**config.mk**
```make
export PLATFORM = sky130hd
export DESIGN_NAME = array_bank_access_adapter_flat
export DESIGN_NICKNAME = d
export VERILOG_FILES = /design/src/rtl/array_bank_access_adapter_pkg.sv /design/src/rtl/array_bank_access_adapter_if.sv /design/src/rtl/array_bank_access_adapter_trk_fifo.sv /design/src/rtl/array_bank_access_adapter.sv /design/src/flat_wrapper.sv
export SDC_FILE = /design/constraint.sdc
export NUM_CORES = 1
export LEC_CHECK = 0
export ABC_AREA = 1
export CORE_MARGIN = 3
export CORE_UTILIZATION = 42
export CTS_CLUSTER_DIAMETER = 100
export DETAILED_ROUTE_END_ITERATION = 10
export MAX_ROUTING_LAYER = met4
export PLACE_DENSITY = 0.7
export SETUP_SLACK_MARGIN = 0.3
export SLEW_MARGIN = 20
export SYNTH_ARGS = -nofsm -noshare
export SYNTH_HDL_FRONTEND = slang
export SYNTH_SLANG_ARGS = --single-unit
```
**constraint.sdc**
```tcl
create_clock -name clk -period 5.75 [get_ports clk]
set_clock_uncertainty 0.05 [all_clocks]
set_input_delay 0.575 -clock clk [delete_from_list [all_inputs] [get_ports clk]]
set_output_delay 0.575 -clock clk [all_outputs]
set_load 0.01 [all_outputs]
```
**src/rtl/array_bank_access_adapter_pkg.sv**
```systemverilog
// Shared cache-adapter definitions: size encodings, tracking entry and lane helpers.
// Helpers work at the 64-bit maximum width; callers slice down to DW.
package xcache_param_pkg;

    localparam logic [1:0] SZ_B = 2'd0;
    localparam logic [1:0] SZ_H = 2'd1;
    localparam logic [1:0] SZ_W = 2'd2;
    localparam logic [1:0] SZ_D = 2'd3;

    typedef enum logic {ST_IDLE, ST_SPLIT2} acc_st_e;

    typedef struct packed {
        logic [2:0] off;
        logic [1:0] size;
        logic       sgn;
        logic       split;
    } trk_ent_t;

    // Byte enables over two consecutive words: [WB-1:0] is lo, [2WB-1:WB] is hi.
    function automatic logic [15:0] lane_mask(input logic [2:0] off, input logic [1:0] size);
        logic [15:0] b;
        case (size)
            SZ_B:    b = 16'h0001;
            SZ_H:    b = 16'h0003;
            SZ_W:    b = 16'h000F;
            default: b = 16'h00FF;
        endcase
        return b << off;
    endfunction

    function automatic logic [127:0] lane_shift(input logic [63:0] din, input logic [2:0] off);
        return {64'b0, din} << {off, 3'b000};
    endfunction

    function automatic logic [63:0] rd_extend(input logic [127:0] w, input logic [2:0] off,
                                              input logic [1:0] size, input logic sgn);
        logic [127:0] s;
        logic [63:0]  m;
        logic         sb;
        s = w >> {off, 3'b000};
        case (size)
            SZ_B:    begin m = 64'h0000_0000_0000_00FF; sb = s[7];  end
            SZ_H:    begin m = 64'h0000_0000_0000_FFFF; sb = s[15]; end
            SZ_W:    begin m = 64'h0000_0000_FFFF_FFFF; sb = s[31]; end
            default: begin m = '1;                      sb = s[63]; end
        endcase
        return (s[63:0] & m) | ({64{sgn & sb}} & ~m);
    endfunction

endpackage

```
**src/rtl/array_bank_access_adapter_if.sv**
```systemverilog
// User-side request/response bus of the bank access adapter.
interface array_bank_access_adapter_if #(parameter int DW = 32, parameter int AW = 16);
    logic          user_ready;
    logic          user_re;
    logic          user_we;
    logic [1:0]    user_size;
    logic          user_signed;
    logic [AW-1:0] user_adr;
    logic [DW-1:0] user_din;
    logic [DW-1:0] user_dout;
    logic          user_dout_vld;

    modport master (input user_ready, user_dout, user_dout_vld,
                    output user_re, user_we, user_size, user_signed, user_adr, user_din);
    modport slave  (output user_ready, user_dout, user_dout_vld,
                    input user_re, user_we, user_size, user_signed, user_adr, user_din);
endinterface

```
**src/rtl/array_bank_access_adapter_trk_fifo.sv**
```systemverilog
// Sync FIFO holding in-flight read descriptors; push when full / pop when empty are ignored.
module array_trk_fifo #(
    parameter int W     = 7,
    parameter int DEPTH = 4
) (
    input  logic                     clk,
    input  logic                     rstn,
    input  logic                     push,
    input  logic                     pop,
    input  logic [W-1:0]             din,
    output logic [W-1:0]             dout,
    output logic [$clog2(DEPTH):0]   count,
    output logic                     full,
    output logic                     empty
);
    localparam int PW = $clog2(DEPTH);
    localparam int CW = PW + 1;

    logic [W-1:0]  mem [DEPTH];
    logic [PW-1:0] wp, rp;
    logic          do_push, do_pop;

    assign full    = count == CW'(DEPTH);
    assign empty   = count == '0;
    assign do_push = push & ~full;
    assign do_pop  = pop & ~empty;
    assign dout    = mem[rp];

    always_ff @(posedge clk or negedge rstn) begin
        if (!rstn) begin
            wp    <= '0;
            rp    <= '0;
            count <= '0;
            for (int i = 0; i < DEPTH; i++) mem[i] <= '0;
        end else begin
            if (do_push) begin
                mem[wp] <= din;
                wp      <= wp + 1'b1;
            end
            if (do_pop) rp <= rp + 1'b1;
            count <= count + CW'(do_push) - CW'(do_pop);
        end
    end
endmodule

```
**src/rtl/array_bank_access_adapter.sv**
```systemverilog
// Per-bank front-end to one mruCache bank: lane positioning, sub-word extend,
// split of word-crossing accesses and in-order read tracking.
module array_bank_access_adapter
    import xcache_param_pkg::*;
#(
    parameter int DW          = 32,
    parameter int AW          = 16,
    parameter int OUTSTANDING = 4,
    parameter int SPLIT_EN    = 1
) (
    input  logic                          clk,
    input  logic                          rstn,
    array_bank_access_adapter_if.slave    u,
    output logic [$clog2(OUTSTANDING):0]  outstanding,
    output logic                          misalign_err,
    input  logic                          c_ready,
    output logic                          c_re,
    output logic                          c_we,
    output logic [DW/8-1:0]               c_we_mask,
    output logic [AW-1:0]                 c_adr,
    output logic [DW-1:0]                 c_wdat,
    input  logic [DW-1:0]                 c_rdat,
    input  logic                          c_rdat_vld
);
    localparam int WB = DW / 8;
    localparam int OW = $clog2(WB);
    localparam int TW = $bits(trk_ent_t);

    acc_st_e       st, st_nxt;
    logic [2:0]    off;
    logic [15:0]   m2;
    logic [127:0]  sh;
    logic [AW-1:0] wadr;
    logic          mis, rdy, acc, do_split, push, pop, full, empty, beat;
    trk_ent_t      ent, head;
    logic [AW-1:0] h_adr;
    logic [WB-1:0] h_mask;
    logic [DW-1:0] h_wdat, lo_buf;
    logic          h_re, h_we;
    logic [2*DW-1:0] w2;
    logic [63:0]   rx;

    assign off      = 3'(u.user_adr[OW-1:0]);
    assign m2       = lane_mask(off, u.user_size);
    assign sh       = lane_shift(64'(u.user_din), off);
    assign wadr     = u.user_adr & ~AW'(WB - 1);
    assign mis      = |m2[2*WB-1:WB];
    assign do_split = mis & (SPLIT_EN != 0);

    assign rdy          = (st == ST_IDLE) & c_ready & ~full;
    assign u.user_ready = rdy;
    assign acc          = rdy & (u.user_re | u.user_we);
    assign push         = acc & u.user_re & ~u.user_we;
    assign ent          = '{off: off, size: u.user_size, sgn: u.user_signed, split: do_split};

    always_comb begin
        st_nxt    = st;
        c_re      = 1'b0;
        c_we      = 1'b0;
        c_adr     = wadr;
        c_we_mask = m2[WB-1:0];
        c_wdat    = sh[DW-1:0];
        case (st)
            ST_IDLE: begin
                // Request is shown to the cache only when it can be tracked.
                c_we = u.user_we & ~full;
                c_re = u.user_re & ~u.user_we & ~full;
                if (acc && do_split) st_nxt = ST_SPLIT2;
            end
            ST_SPLIT2: begin
                c_re      = h_re;
                c_we      = h_we;
                c_adr     = h_adr;
                c_we_mask = h_mask;
                c_wdat    = h_wdat;
                if (c_ready) st_nxt = ST_IDLE;
            end
            default: st_nxt = ST_IDLE;
        endcase
    end

    always_ff @(posedge clk or negedge rstn) begin
        if (!rstn) begin
            st           <= ST_IDLE;
            h_adr        <= '0;
            h_mask       <= '0;
            h_wdat       <= '0;
            h_re         <= 1'b0;
            h_we         <= 1'b0;
            misalign_err <= 1'b0;
            beat         <= 1'b0;
            lo_buf       <= '0;
        end else begin
            st <= st_nxt;
            if (acc && do_split) begin
                h_adr  <= wadr + AW'(WB);
                h_mask <= m2[2*WB-1:WB];
                h_wdat <= sh[2*DW-1:DW];
                h_re   <= u.user_re & ~u.user_we;
                h_we   <= u.user_we;
            end
            if (acc && mis && SPLIT_EN == 0) misalign_err <= 1'b1;
            if (c_rdat_vld && !empty) begin
                if (head.split && !beat) begin
                    lo_buf <= c_rdat;
                    beat   <= 1'b1;
                end else begin
                    beat   <= 1'b0;
                end
            end
        end
    end

    array_trk_fifo #(.W(TW), .DEPTH(OUTSTANDING)) u_trk (
        .clk   (clk),
        .rstn  (rstn),
        .push  (push),
        .pop   (pop),
        .din   (ent),
        .dout  (head),
        .count (outstanding),
        .full  (full),
        .empty (empty)
    );

    // A split entry retires on its second beat; the first only fills lo_buf.
    assign pop             = c_rdat_vld & ~empty & (~head.split | beat);
    assign w2              = head.split ? {c_rdat, lo_buf} : {{DW{1'b0}}, c_rdat};
    assign rx              = rd_extend(128'(w2), head.off, head.size, head.sgn);
    assign u.user_dout     = rx[DW-1:0];
    assign u.user_dout_vld = pop;

    a_no_orphan_rdat: assert property (@(posedge clk) disable iff (!rstn) c_rdat_vld |-> !empty);
endmodule
```
**src/flat_wrapper.sv**
```systemverilog
// flat-port wrapper written by rule: the top's interface ports become plain ports
module array_bank_access_adapter_flat import xcache_param_pkg::*;
#(
    parameter int DW          = 32,
    parameter int AW          = 16,
    parameter int OUTSTANDING = 4,
    parameter int SPLIT_EN    = 1
)
  (clk, rstn, outstanding, misalign_err, c_ready, c_re, c_we, c_we_mask, c_adr, c_wdat, c_rdat, c_rdat_vld, u_user_ready, u_user_dout, u_user_dout_vld, u_user_re, u_user_we, u_user_size, u_user_signed, u_user_adr, u_user_din);
  array_bank_access_adapter_if #(.DW(DW), .AW(AW)) u_i ();
  input  logic clk;
  input  logic rstn;
  output logic [$clog2(OUTSTANDING):0] outstanding;
  output logic misalign_err;
  input  logic c_ready;
  output logic c_re;
  output logic c_we;
  output logic [DW/8-1:0] c_we_mask;
  output logic [AW-1:0] c_adr;
  output logic [DW-1:0] c_wdat;
  input  logic [DW-1:0] c_rdat;
  input  logic c_rdat_vld;
  output wire logic [$bits(u_i.user_ready)-1:0] u_user_ready;
  output wire logic [$bits(u_i.user_dout)-1:0] u_user_dout;
  output wire logic [$bits(u_i.user_dout_vld)-1:0] u_user_dout_vld;
  input wire logic [$bits(u_i.user_re)-1:0] u_user_re;
  input wire logic [$bits(u_i.user_we)-1:0] u_user_we;
  input wire logic [$bits(u_i.user_size)-1:0] u_user_size;
  input wire logic [$bits(u_i.user_signed)-1:0] u_user_signed;
  input wire logic [$bits(u_i.user_adr)-1:0] u_user_adr;
  input wire logic [$bits(u_i.user_din)-1:0] u_user_din;
  assign u_user_ready = u_i.user_ready;
  assign u_user_dout = u_i.user_dout;
  assign u_user_dout_vld = u_i.user_dout_vld;
  assign u_i.user_re = u_user_re;
  assign u_i.user_we = u_user_we;
  assign u_i.user_size = u_user_size;
  assign u_i.user_signed = u_user_signed;
  assign u_i.user_adr = u_user_adr;
  assign u_i.user_din = u_user_din;
  array_bank_access_adapter #(.DW(DW), .AW(AW), .OUTSTANDING(OUTSTANDING), .SPLIT_EN(SPLIT_EN)) u_core (.clk(clk), .rstn(rstn), .u(u_i), .outstanding(outstanding), .misalign_err(misalign_err), .c_ready(c_ready), .c_re(c_re), .c_we(c_we), .c_we_mask(c_we_mask), .c_adr(c_adr), .c_wdat(c_wdat), .c_rdat(c_rdat), .c_rdat_vld(c_rdat_vld));
endmodule
```
==> impl_metrics.xml, run 1 <==
<?xml version="1.0" encoding="UTF-8"?>
<metrics>
  <group name="power">
    <metric name="p_seq_share" unit="%">22.5</metric>
    <metric name="switching_power" unit="mW">2.73</metric>
    <metric name="clock_power_share" unit="%">11.4</metric>
    <metric name="power_density_over_the_cells" unit="nW/um2">629</metric>
    <metric name="ir_drop" unit="mV">0.524</metric>
    <metric name="total_leakage_power" unit="nW">4.21</metric>
    <metric name="power.combinational.fraction" unit="%">66.1</metric>
    <metric name="switching_share_of_total_power" unit="%">46.2</metric>
    <metric name="cell_internal_pwr" unit="mW">3.17</metric>
  </group>
  <group name="critical_path">
    <metric name="regToRegEndpoint" unit="">u_core.u_trk.count[2]</metric>
    <metric name="cpLargestDelayFamily" unit="">simple AND/OR/NAND/NOR gates</metric>
    <metric name="timing.critical_path.slowest_stage_cell" unit="">sky130_fd_sc_hd__dfrtp_1</metric>
    <metric name="worst-endpoint-arrival" unit="ns">3.58</metric>
    <metric name="worstPathCellList" unit="">inv_2, nand2_2, nand3_4, nand2_4, inv_4, nand3_2, nand3_1, nand3_2, nand2_1, inv_2, nand2_4, nand3_4, nand2_1, clkdlybuf4s50_1</metric>
    <metric name="setup.worst_path.class" unit="">flip-flop to output port</metric>
    <metric name="register_to_register_path_depth" unit="">12</metric>
    <metric name="critical_path_buf_inv_count" unit="">4</metric>
    <metric name="crit_path_max_fanout" unit="">42</metric>
    <metric name="worst_r2r_startpoint" unit="">u_core.u_trk.rp[0]</metric>
    <metric name="cp.required" unit="ns">5.12</metric>
    <metric name="reg2reg_setup_slack" unit="ns">2.65</metric>
    <metric name="setup.worst_path.end_class" unit="">output port</metric>
    <metric name="critical_path_max_stage_delay" unit="ns">0.57</metric>
    <metric name="setup.worst_path.start_class" unit="">flip-flop</metric>
  </group>
  <group name="logic_synthesis">
    <metric name="synthesis.area_per_instance" unit="um2">7.56</metric>
    <metric name="synth-xor-area-share" unit="%">1.56</metric>
    <metric name="synthMuxAreaShare" unit="%">5.92</metric>
    <metric name="sequential_share_of_the_synthesized_area" unit="%">37.3</metric>
    <metric name="ys_ff_latch" unit="">109</metric>
    <metric name="post_synth_inst_count" unit="">967</metric>
    <metric name="biggest_area_consumer_among_synthesized_cells" unit="">sky130_fd_sc_hd__dfrtp_1</metric>
    <metric name="synth-adder-area-share" unit="%">1.47</metric>
    <metric name="yosysWarnings" unit="">1</metric>
    <metric name="synth_top_cells_by_count" unit="">212 x sky130_fd_sc_hd__nand2_1, 151 x sky130_fd_sc_hd__o21ai_0, 109 x sky130_fd_sc_hd__dfrtp_1</metric>
    <metric name="synth_simple_gate_area_share" unit="%">22.7</metric>
    <metric name="largest_family_of_logic_cells_by_synthesized_area" unit="">simple AND/OR/NAND/NOR gates</metric>
    <metric name="synthMostInstantiatedCell" unit="">sky130_fd_sc_hd__nand2_1</metric>
    <metric name="synth_enable_flop_cells" unit="">0</metric>
    <metric name="synth-compound-area-share" unit="%">20.9</metric>
    <metric name="ys.flop_type" unit="">sky130_fd_sc_hd__dfrtp_1</metric>
    <metric name="synth.cell_area" unit="um2">7310</metric>
    <metric name="netlist-cell-type-count" unit="">50</metric>
    <metric name="synth_top_area_share" unit="%">37.3</metric>
    <metric name="synth_async_sr_flop_share" unit="%">100</metric>
    <metric name="synth.top_cells.by_area" unit="">sky130_fd_sc_hd__dfrtp_1 37%, sky130_fd_sc_hd__nand2_1 11%, sky130_fd_sc_hd__o21ai_0 10%</metric>
  </group>
  <group name="floorplan">
    <metric name="top_level_ports" unit="">181</metric>
    <metric name="initial_utilization" unit="%">43.5</metric>
    <metric name="core-area" unit="um2">16800</metric>
    <metric name="floorplan.die.height" unit="um">138</metric>
    <metric name="die_span_in_x" unit="um">138</metric>
    <metric name="std_cell_rows" unit="">47</metric>
    <metric name="die_area" unit="um2">19000</metric>
  </group>
  <group name="clock_tree">
    <metric name="clock_tree_from_tritoncts" unit="">yes</metric>
    <metric name="clkSinkCount" unit="">109</metric>
    <metric name="cts_buffers" unit="">9</metric>
    <metric name="cts_root_buf" unit="">sky130_fd_sc_hd__clkbuf_16</metric>
    <metric name="cts_max_level" unit="">3</metric>
    <metric name="clkTransAtPathRegs" unit="ns">0.07</metric>
    <metric name="post-cts-setup-buffer-count" unit="">0</metric>
    <metric name="quantity_of_gates_resized_following_cts" unit="">0</metric>
    <metric name="cts-root-to-sink-buffers" unit="">2</metric>
    <metric name="post_cts_hold_buffer_count" unit="">0</metric>
    <metric name="clock_latency" unit="ns">0.36</metric>
  </group>
  <group name="routing">
    <metric name="antenna_left" unit="">0</metric>
    <metric name="detailroute.via_count" unit="">7007</metric>
    <metric name="detailedRoute.firstIterationViolations" unit="">524</metric>
    <metric name="drc" unit="">0</metric>
    <metric name="drt-vias-per-instance" unit="">5.29</metric>
    <metric name="drt_first_pass_iters" unit="">6</metric>
    <metric name="route.detailed.wl_per_inst" unit="um">16.3</metric>
    <metric name="final_wl" unit="um">21600</metric>
  </group>
  <group name="finish">
    <metric name="nFillCells" unit="">1607</metric>
    <metric name="nNetsFinal" unit="">1197</metric>
    <metric name="ant_diodes" unit="">0</metric>
    <metric name="area.growth.synth_to_final" unit="%">28.2</metric>
    <metric name="register_area" unit="um2">2730</metric>
    <metric name="final_layout_size_suffix_gt1_share" unit="%">8.96</metric>
    <metric name="multi_input_gate_area" unit="um2">3870</metric>
  </group>
  <group name="timing">
    <metric name="post-route-period-util" unit="%">73.1</metric>
    <metric name="timing.final.setup_violations" unit="">0</metric>
    <metric name="finalCriticalPeriod" unit="ns">4.20</metric>
    <metric name="fin_tns_setup" unit="ns">0</metric>
    <metric name="slew_headroom" unit="%">45.1</metric>
    <metric name="achievable-frequency" unit="MHz">238</metric>
    <metric name="worst-slew-pin-transition" unit="ns">0.822</metric>
    <metric name="finalMaxSlewViolations" unit="">0</metric>
    <metric name="grt_setup_unrepaired" unit="">false</metric>
    <metric name="final_critical_path_setup_slack" unit="ns">1.55</metric>
    <metric name="finalHoldViolCount" unit="">0</metric>
  </group>
  <group name="placed_design">
    <metric name="hpwlAfterDp" unit="um">15500</metric>
    <metric name="place.gp.congestion" unit="">0.915</metric>
    <metric name="port-buffer-count" unit="">177</metric>
    <metric name="preCtsSetupSlack" unit="ns">1.76</metric>
  </group>
  <group name="flow_run">
    <metric name="max_cap_viol_count" unit="">0</metric>
  </group>
  <group name="grt">
    <metric name="grt_use_total" unit="%">23.5</metric>
    <metric name="global_route.overflow_total" unit="">0</metric>
    <metric name="vias_in_the_first_global_route" unit="">6651</metric>
    <metric name="antenna_found_initial" unit="">0</metric>
    <metric name="grt_start_max_net_pins" unit="">80</metric>
    <metric name="wire_length_of_the_first_global_routing_pass" unit="um">34200</metric>
  </group>
  <group name="run_status">
    <metric name="run_status" unit="">completed</metric>
  </group>
  <group name="min_path">
    <metric name="worstHoldPathType" unit="">primary input to async pin</metric>
  </group>
</metrics>
## per-stage QoR
step / area, um2 / hold slack [ns] / std cells / power, mW / utilization, %
3_5_place_dp: 9050 / 0.392 / 1309 / 5.23 / 53.8
2_1_floorplan: 7320 / 0.229 / 969 / 3.82 / -
5_1_grt: 9370 / 0.245 / 1325 / 6.39 / 55.7
3_3_place_gp: 9050 / 0.384 / 1309 / 5.16 / 53.8
4_1_cts: 9360 / 0.386 / 1325 / 5.92 / 55.7
6_report: 9370 / 0.193 / 1325 / 5.90 / 55.7
## worst max path at each step
stage | from | endpoint | slack (ns) | cells past startpoint
3_5_place_dp | u_user_adr[1] | c_wdat[2] | 1.76 | 6
4_1_cts | u_core.u_trk.rp[0] | u_user_dout[19] | 1.57 | 14
5_1_grt | u_core.u_trk.rp[0] | u_user_dout[17] | 1.23 | 14
2_1_floorplan | u_core.u_trk.rp[0] | u_core.u_trk.count[2] | 3.21 | 15
6_report | u_core.u_trk.rp[0] | u_user_dout[19] | 1.55 | 14
3_3_place_gp | u_user_adr[1] | c_wdat[1] | 1.84 | 6
## layout by cell type, fill, tap and decap left out, types with 3 or more instances in the layout
| cell | netlist | final |
|---|---|---|
| sky130_fd_sc_hd__clkinv_1 | 3 | 3 |
| sky130_fd_sc_hd__nand4_1 | 3 | 3 |
| sky130_fd_sc_hd__o22ai_1 | 17 | 17 |
| sky130_fd_sc_hd__o211ai_1 | 9 | 9 |
| sky130_fd_sc_hd__dfrtp_1 | 109 | 109 |
| sky130_fd_sc_hd__ha_1 | 7 | 7 |
| sky130_fd_sc_hd__o31ai_1 | 10 | 10 |
| sky130_fd_sc_hd__o21ai_0 | 151 | 151 |
| sky130_fd_sc_hd__or2_0 | 7 | 7 |
| sky130_fd_sc_hd__nor2_2 | 4 | 4 |
| sky130_fd_sc_hd__clkinv_2 | 0 | 4 |
| sky130_fd_sc_hd__xor2_1 | 11 | 11 |
| sky130_fd_sc_hd__nand2_4 | 4 | 4 |
| sky130_fd_sc_hd__nand3_1 | 40 | 39 |
| sky130_fd_sc_hd__clkdlybuf4s50_1 | 0 | 175 |
| sky130_fd_sc_hd__nand3b_1 | 3 | 3 |
| sky130_fd_sc_hd__inv_1 | 88 | 88 |
| sky130_fd_sc_hd__clkbuf_16 | 0 | 9 |
| sky130_fd_sc_hd__o21ai_1 | 47 | 47 |
| sky130_fd_sc_hd__nand3_4 | 4 | 5 |
| sky130_fd_sc_hd__mux2i_1 | 23 | 23 |
| sky130_fd_sc_hd__nand3_2 | 9 | 9 |
| sky130_fd_sc_hd__conb_1 | 1 | 3 |
| sky130_fd_sc_hd__nor2_1 | 36 | 36 |
| sky130_fd_sc_hd__inv_2 | 5 | 5 |
| sky130_fd_sc_hd__o221ai_1 | 3 | 3 |
| sky130_fd_sc_hd__a22oi_1 | 6 | 6 |
| sky130_fd_sc_hd__nor3_1 | 4 | 4 |
| sky130_fd_sc_hd__nand2_2 | 20 | 21 |
| sky130_fd_sc_hd__nand2_1 | 212 | 211 |
| sky130_fd_sc_hd__inv_4 | 4 | 4 |
| sky130_fd_sc_hd__o21a_1 | 4 | 4 |
| sky130_fd_sc_hd__buf_4 | 8 | 5 |
| sky130_fd_sc_hd__mux2_2 | 18 | 18 |
| sky130_fd_sc_hd__a21oi_1 | 27 | 27 |
## power groups by stage
stage / combinational, mW / clock [mW] / sequential, mW
3_5_place_dp: 3.89 / 0 / 1.33
6_report: 3.90 / 0.673 / 1.33
4_1_cts: 3.90 / 0.690 / 1.32
2_1_floorplan: 2.56 / 0 / 1.26
3_3_place_gp: 3.84 / 0 / 1.33
5_1_grt: 4.30 / 0.717 / 1.37
## cell type report
class,count,share of cell area (%)
tap,220,2.94
clock buffer,9,2.40
sequential,109,29.1
multi-input combinational,698,41.2
inverter,100,4.11
clock inverter,7,0.948
timing repair buffer,182,19.3
## logic make-up after synthesis
logic type | Yosys count
multiplexers | 41
XOR/XNOR | 13
AND/OR/NAND/NOR | 353
AO/OA/AOI/OAI | 280
other | 1
adder cells (fa/ha/maj) | 8
flip-flops | 109
buffers and inverters | 162
## registers in the layout, indices dropped and copies added, names as in the netlist
name / count
u_core.beat: 1
u_core.u_trk.count: 3
u_core.st: 1
u_core.h_re: 1
u_core.u_trk.mem: 24
u_core.lo_buf: 32
u_core.h_we: 1
u_core.h_adr: 14
u_core.h_mask: 4
u_core.h_wdat: 24
u_core.u_trk.rp: 2
u_core.u_trk.wp: 2
## layer usage
metal | track usage (%) | wire, um | up-vias
met1 | 30.1 | 9440 | 3257
met4 | 6.64 | 477 | 0
met5 | - | 0 | -
met2 | 38.0 | 10300 | 237
li1 | - | - | 3477
met3 | 4.97 | 1330 | 36
## worst reg2reg max path: stages (launching register included)
cell and delay [ns]:
sky130_fd_sc_hd__dfrtp_1 0.57, sky130_fd_sc_hd__inv_2 0.31, sky130_fd_sc_hd__nand2_2 0.10, sky130_fd_sc_hd__nand3_4 0.10, sky130_fd_sc_hd__nand2_4 0.27, sky130_fd_sc_hd__o21ai_1 0.43, sky130_fd_sc_hd__inv_1 0.12, sky130_fd_sc_hd__ha_1 0.28
sky130_fd_sc_hd__inv_1 0.05, sky130_fd_sc_hd__ha_1 0.13, sky130_fd_sc_hd__inv_1 0.04, sky130_fd_sc_hd__fa_1 0.37, sky130_fd_sc_hd__xor2_1 0.17
Power figures use the tool's default switching activity.
==> run 2, diff against run 1 <==
--- a/config.mk
+++ b/config.mk
@@ -11,7 +11,7 @@
 export CTS_CLUSTER_DIAMETER = 100
 export DETAILED_ROUTE_END_ITERATION = 10
 export MAX_ROUTING_LAYER = met4
-export PLACE_DENSITY = 0.7
+export PLACE_DENSITY = 0.73
 export SETUP_SLACK_MARGIN = 0.3
 export SLEW_MARGIN = 20
 export SYNTH_ARGS = -nofsm -noshare
==> constraint.sdc (replaced) <==
create_clock -name clk -period 3.7 [get_ports clk]
set_clock_uncertainty 0.05 [all_clocks]
set_input_delay 0.37 -clock clk [delete_from_list [all_inputs] [get_ports clk]]
set_output_delay 0.37 -clock clk [all_outputs]
set_load 0.01 [all_outputs]
==> run 2 against run 1 <==
  * Final area grew 2.6%
  * Core utilization grew 1.5 points
  * Hold slack lost 0.10 ns
  * Die area is the same
  * Global-route usage grew 0.98 points
  * Non-clock buffer count grew 15
  * Power grew 64%
  * Sequential cell count is the same
  * Sequential share of layout area shrank 0.72 points
  * Largest cell class unchanged
  * Largest power group unchanged
==> impl_metrics.xml, run 2 (synthesized netlist as in run 1, its figures left out) <==
<?xml version="1.0" encoding="UTF-8"?>
<metrics>
  <group name="finish">
    <metric name="largest_register_ffs" unit="">32</metric>
    <metric name="most_common_library_cell_in_the_layout_ignoring_fill_and_taps" unit="">sky130_fd_sc_hd__nand2_1</metric>
    <metric name="nNetsFinal" unit="">1215</metric>
    <metric name="largestRegisters" unit="">u_core.lo_buf x32, u_core.h_wdat x24, u_core.u_trk.mem x24</metric>
    <metric name="nFillCells" unit="">1599</metric>
    <metric name="most-common-layout-cells" unit="">212 x sky130_fd_sc_hd__nand2_1, 174 x sky130_fd_sc_hd__clkdlybuf4s50_1, 151 x sky130_fd_sc_hd__o21ai_0</metric>
    <metric name="area.growth.synth_to_final" unit="%">31.5</metric>
    <metric name="ant_diodes" unit="">0</metric>
    <metric name="final_layout_size_suffix_gt1_share" unit="%">10.4</metric>
    <metric name="finish.utilization" unit="%">57.2</metric>
    <metric name="regMostFlops" unit="">u_core.lo_buf</metric>
  </group>
  <group name="power">
    <metric name="ir_drop" unit="mV">0.794</metric>
    <metric name="cell_internal_pwr" unit="mW">5.11</metric>
    <metric name="power.combinational.fraction" unit="%">68.6</metric>
    <metric name="total_leakage_power" unit="nW">4.32</metric>
    <metric name="switching_share_of_total_power" unit="%">47.2</metric>
    <metric name="p_seq_share" unit="%">21.3</metric>
    <metric name="power_density_over_the_cells" unit="nW/um2">1010</metric>
    <metric name="clock_power_share" unit="%">10.1</metric>
    <metric name="switching_power" unit="mW">4.57</metric>
  </group>
  <group name="timing">
    <metric name="post-route-period-util" unit="%">88.9</metric>
    <metric name="hold_slack" unit="ns">0.0880</metric>
    <metric name="finalMaxSlewViolations" unit="">0</metric>
    <metric name="worst-slew-pin-transition" unit="ns">1.06</metric>
    <metric name="final_critical_path_setup_slack" unit="ns">0.411</metric>
    <metric name="finalHoldViolCount" unit="">0</metric>
    <metric name="finalCriticalPeriod" unit="ns">3.29</metric>
    <metric name="timing.final.setup_violations" unit="">0</metric>
    <metric name="achievable-frequency" unit="MHz">304</metric>
    <metric name="grt_setup_unrepaired" unit="">true</metric>
    <metric name="fin_tns_setup" unit="ns">0</metric>
    <metric name="slew_headroom" unit="%">29.3</metric>
  </group>
  <group name="grt">
    <metric name="wire_length_of_the_first_global_routing_pass" unit="um">35700</metric>
    <metric name="global_route.overflow_total" unit="">0</metric>
    <metric name="grt_use_total" unit="%">24.5</metric>
    <metric name="grt_start_max_net_pins" unit="">66</metric>
    <metric name="antenna_found_initial" unit="">0</metric>
    <metric name="vias_in_the_first_global_route" unit="">6890</metric>
  </group>
  <group name="placed_design">
    <metric name="hpwlAfterDp" unit="um">16500</metric>
    <metric name="place.gp.congestion" unit="">0.993</metric>
    <metric name="preCtsSetupSlack" unit="ns">0.321</metric>
    <metric name="port-buffer-count" unit="">177</metric>
  </group>
  <group name="critical_path">
    <metric name="worst-endpoint-arrival" unit="ns">2.87</metric>
    <metric name="register_to_register_path_depth" unit="">8</metric>
    <metric name="crit_path_max_fanout" unit="">18</metric>
    <metric name="setup.worst_path.class" unit="">flip-flop to output port</metric>
    <metric name="worst_r2r_startpoint" unit="">u_core.st</metric>
    <metric name="setup.worst_path.start_class" unit="">flip-flop</metric>
    <metric name="reg2reg_setup_slack" unit="ns">0.89</metric>
    <metric name="setup.worst_path.end_class" unit="">output port</metric>
    <metric name="cp.required" unit="ns">3.28</metric>
    <metric name="regToRegEndpoint" unit="">u_core.u_trk.count[2]</metric>
  </group>
  <group name="floorplan">
    <metric name="top_level_ports" unit="">181</metric>
    <metric name="initial_utilization" unit="%">43.5</metric>
    <metric name="core-area" unit="um2">16800</metric>
    <metric name="std_cell_rows" unit="">47</metric>
    <metric name="die_area" unit="um2">19000</metric>
    <metric name="die_span_in_x" unit="um">138</metric>
    <metric name="floorplan.die.height" unit="um">138</metric>
  </group>
  <group name="clock_tree">
    <metric name="clock_tree_from_tritoncts" unit="">yes</metric>
    <metric name="cts_max_level" unit="">3</metric>
    <metric name="cts_root_buf" unit="">sky130_fd_sc_hd__clkbuf_16</metric>
    <metric name="cts_buffers" unit="">9</metric>
    <metric name="clkSinkCount" unit="">109</metric>
    <metric name="clock_latency" unit="ns">0.36</metric>
    <metric name="clkTransAtPathRegs" unit="ns">0.08</metric>
    <metric name="post_cts_hold_buffer_count" unit="">0</metric>
    <metric name="cts-root-to-sink-buffers" unit="">2</metric>
  </group>
  <group name="routing">
    <metric name="drt-vias-per-instance" unit="">5.45</metric>
    <metric name="detailedRoute.firstIterationViolations" unit="">595</metric>
    <metric name="detailroute.via_count" unit="">7314</metric>
    <metric name="drc" unit="">0</metric>
    <metric name="final_wl" unit="um">23000</metric>
    <metric name="antenna_left" unit="">0</metric>
    <metric name="route.detailed.wl_per_inst" unit="um">17.1</metric>
    <metric name="drt_first_pass_iters" unit="">6</metric>
  </group>
  <group name="min_path">
    <metric name="worstHoldPathType" unit="">primary input to async pin</metric>
  </group>
  <group name="flow_run">
    <metric name="max_cap_viol_count" unit="">0</metric>
  </group>
  <group name="run_status">
    <metric name="run_status" unit="">completed</metric>
  </group>
</metrics>
run 2: cell types whose count changed in the layout (fill, tap and decap cells not counted), moves of 2 or more:
cell                       before  now
sky130_fd_sc_hd__buf_4          5   16
sky130_fd_sc_hd__clkbuf_1       0    2
sky130_fd_sc_hd__nand2_8        1    3
sky130_fd_sc_hd__nand3_4        5    7
sky130_fd_sc_hd__dfrtp_1      109  107
sky130_fd_sc_hd__inv_8          0    2
sky130_fd_sc_hd__clkinv_2       4    1
sky130_fd_sc_hd__dfrtp_2        0    2
sky130_fd_sc_hd__buf_12         0    3
sky130_fd_sc_hd__inv_6          1    3
sky130_fd_sc_hd__inv_4          4    1
sky130_fd_sc_hd__nand2_2       21   18
run 2: worst max path at each step:
stage | startpoint | to | slack [ns] | cells after the start
floorplan | u_core.u_trk.rp[0] | u_core.u_trk.count[2] | 1.16 | 15
global placement | u_core.u_trk.rp[0] | u_user_dout[31] | 0.40 | 14
detailed placement | u_core.u_trk.rp[0] | u_user_dout[16] | 0.32 | 14
CTS | u_core.u_trk.rp[0] | u_user_dout[31] | 0.32 | 16
global route | u_core.u_trk.rp[0] | u_user_dout[31] | 0.28 | 15
finish | u_core.u_trk.rp[0] | u_user_dout[25] | 0.41 | 11
run 2: layout make-up:
| class | count | area (um2) | area share, % |
|---|---|---|---|
| Multi-Input combinational cell | 700 | 3940 | 41.0 |
| Inverter | 100 | 410 | 4.27 |
| Tap cell | 220 | 275 | 2.86 |
| Clock buffer | 11 | 233 | 2.42 |
| Timing Repair inverter | 1 | 8.76 | 0.0911 |
| Sequential cell | 109 | 2730 | 28.4 |
| Timing Repair Buffer | 197 | 1960 | 20.4 |
| Clock inverter | 5 | 60.1 | 0.624 |
run 2: critical path: stages, from the launching register on:
cell and delay, ns:
sky130_fd_sc_hd__dfrtp_2 0.47, sky130_fd_sc_hd__buf_4 0.18, sky130_fd_sc_hd__nand2_1 0.08, sky130_fd_sc_hd__nand3_1 0.12, sky130_fd_sc_hd__nand2_4 0.16, sky130_fd_sc_hd__inv_2 0.16, sky130_fd_sc_hd__nand3_1 0.13, sky130_fd_sc_hd__a31oi_1 0.08
sky130_fd_sc_hd__a21oi_4 0.30, sky130_fd_sc_hd__nand3_4 0.22, sky130_fd_sc_hd__nand2_2 0.09, sky130_fd_sc_hd__clkdlybuf4s50_1 0.54
run 2: power groups by stage:
stage	Sequential (mW)	Clock (mW)	Combinational, mW
after global routing	2.12	1.05	7.25
after CTS	2.06	1.00	6.31
after global placement	2.07	0	6.11
after floorplan	1.95	0	3.98
after detailed placement	2.07	0	6.17
final	2.06	0.981	6.64
run 2: stage by stage:
step	power, mW	area (um2)	instances
2_1_floorplan	5.93	7320	969
3_3_place_gp	8.17	9130	1318
3_5_place_dp	8.24	9130	1318
4_1_cts	9.37	9490	1338
5_1_grt	10.4	9620	1343
6_report	9.68	9620	1343
run 2: per-layer routing:
metal / part of all wire (%) / routed length [um] / GRT usage [%]
met5: 0 / 0 / -
met4: 2.7 / 615 / 7.24
met3: 7.0 / 1610 / 4.46
met2: 47 / 10900 / 39.4
met1: 43 / 9860 / 31.8
run 2: timing repair:
item | CTS | global route
pin swaps | 1 | 3
setup buffers | 4 | 2
endpoints found under the hold margin | 0 | 0
cloned | 0 | 3
endpoints found under the setup margin | 31 | 29
gates resized for setup | 8 | 15
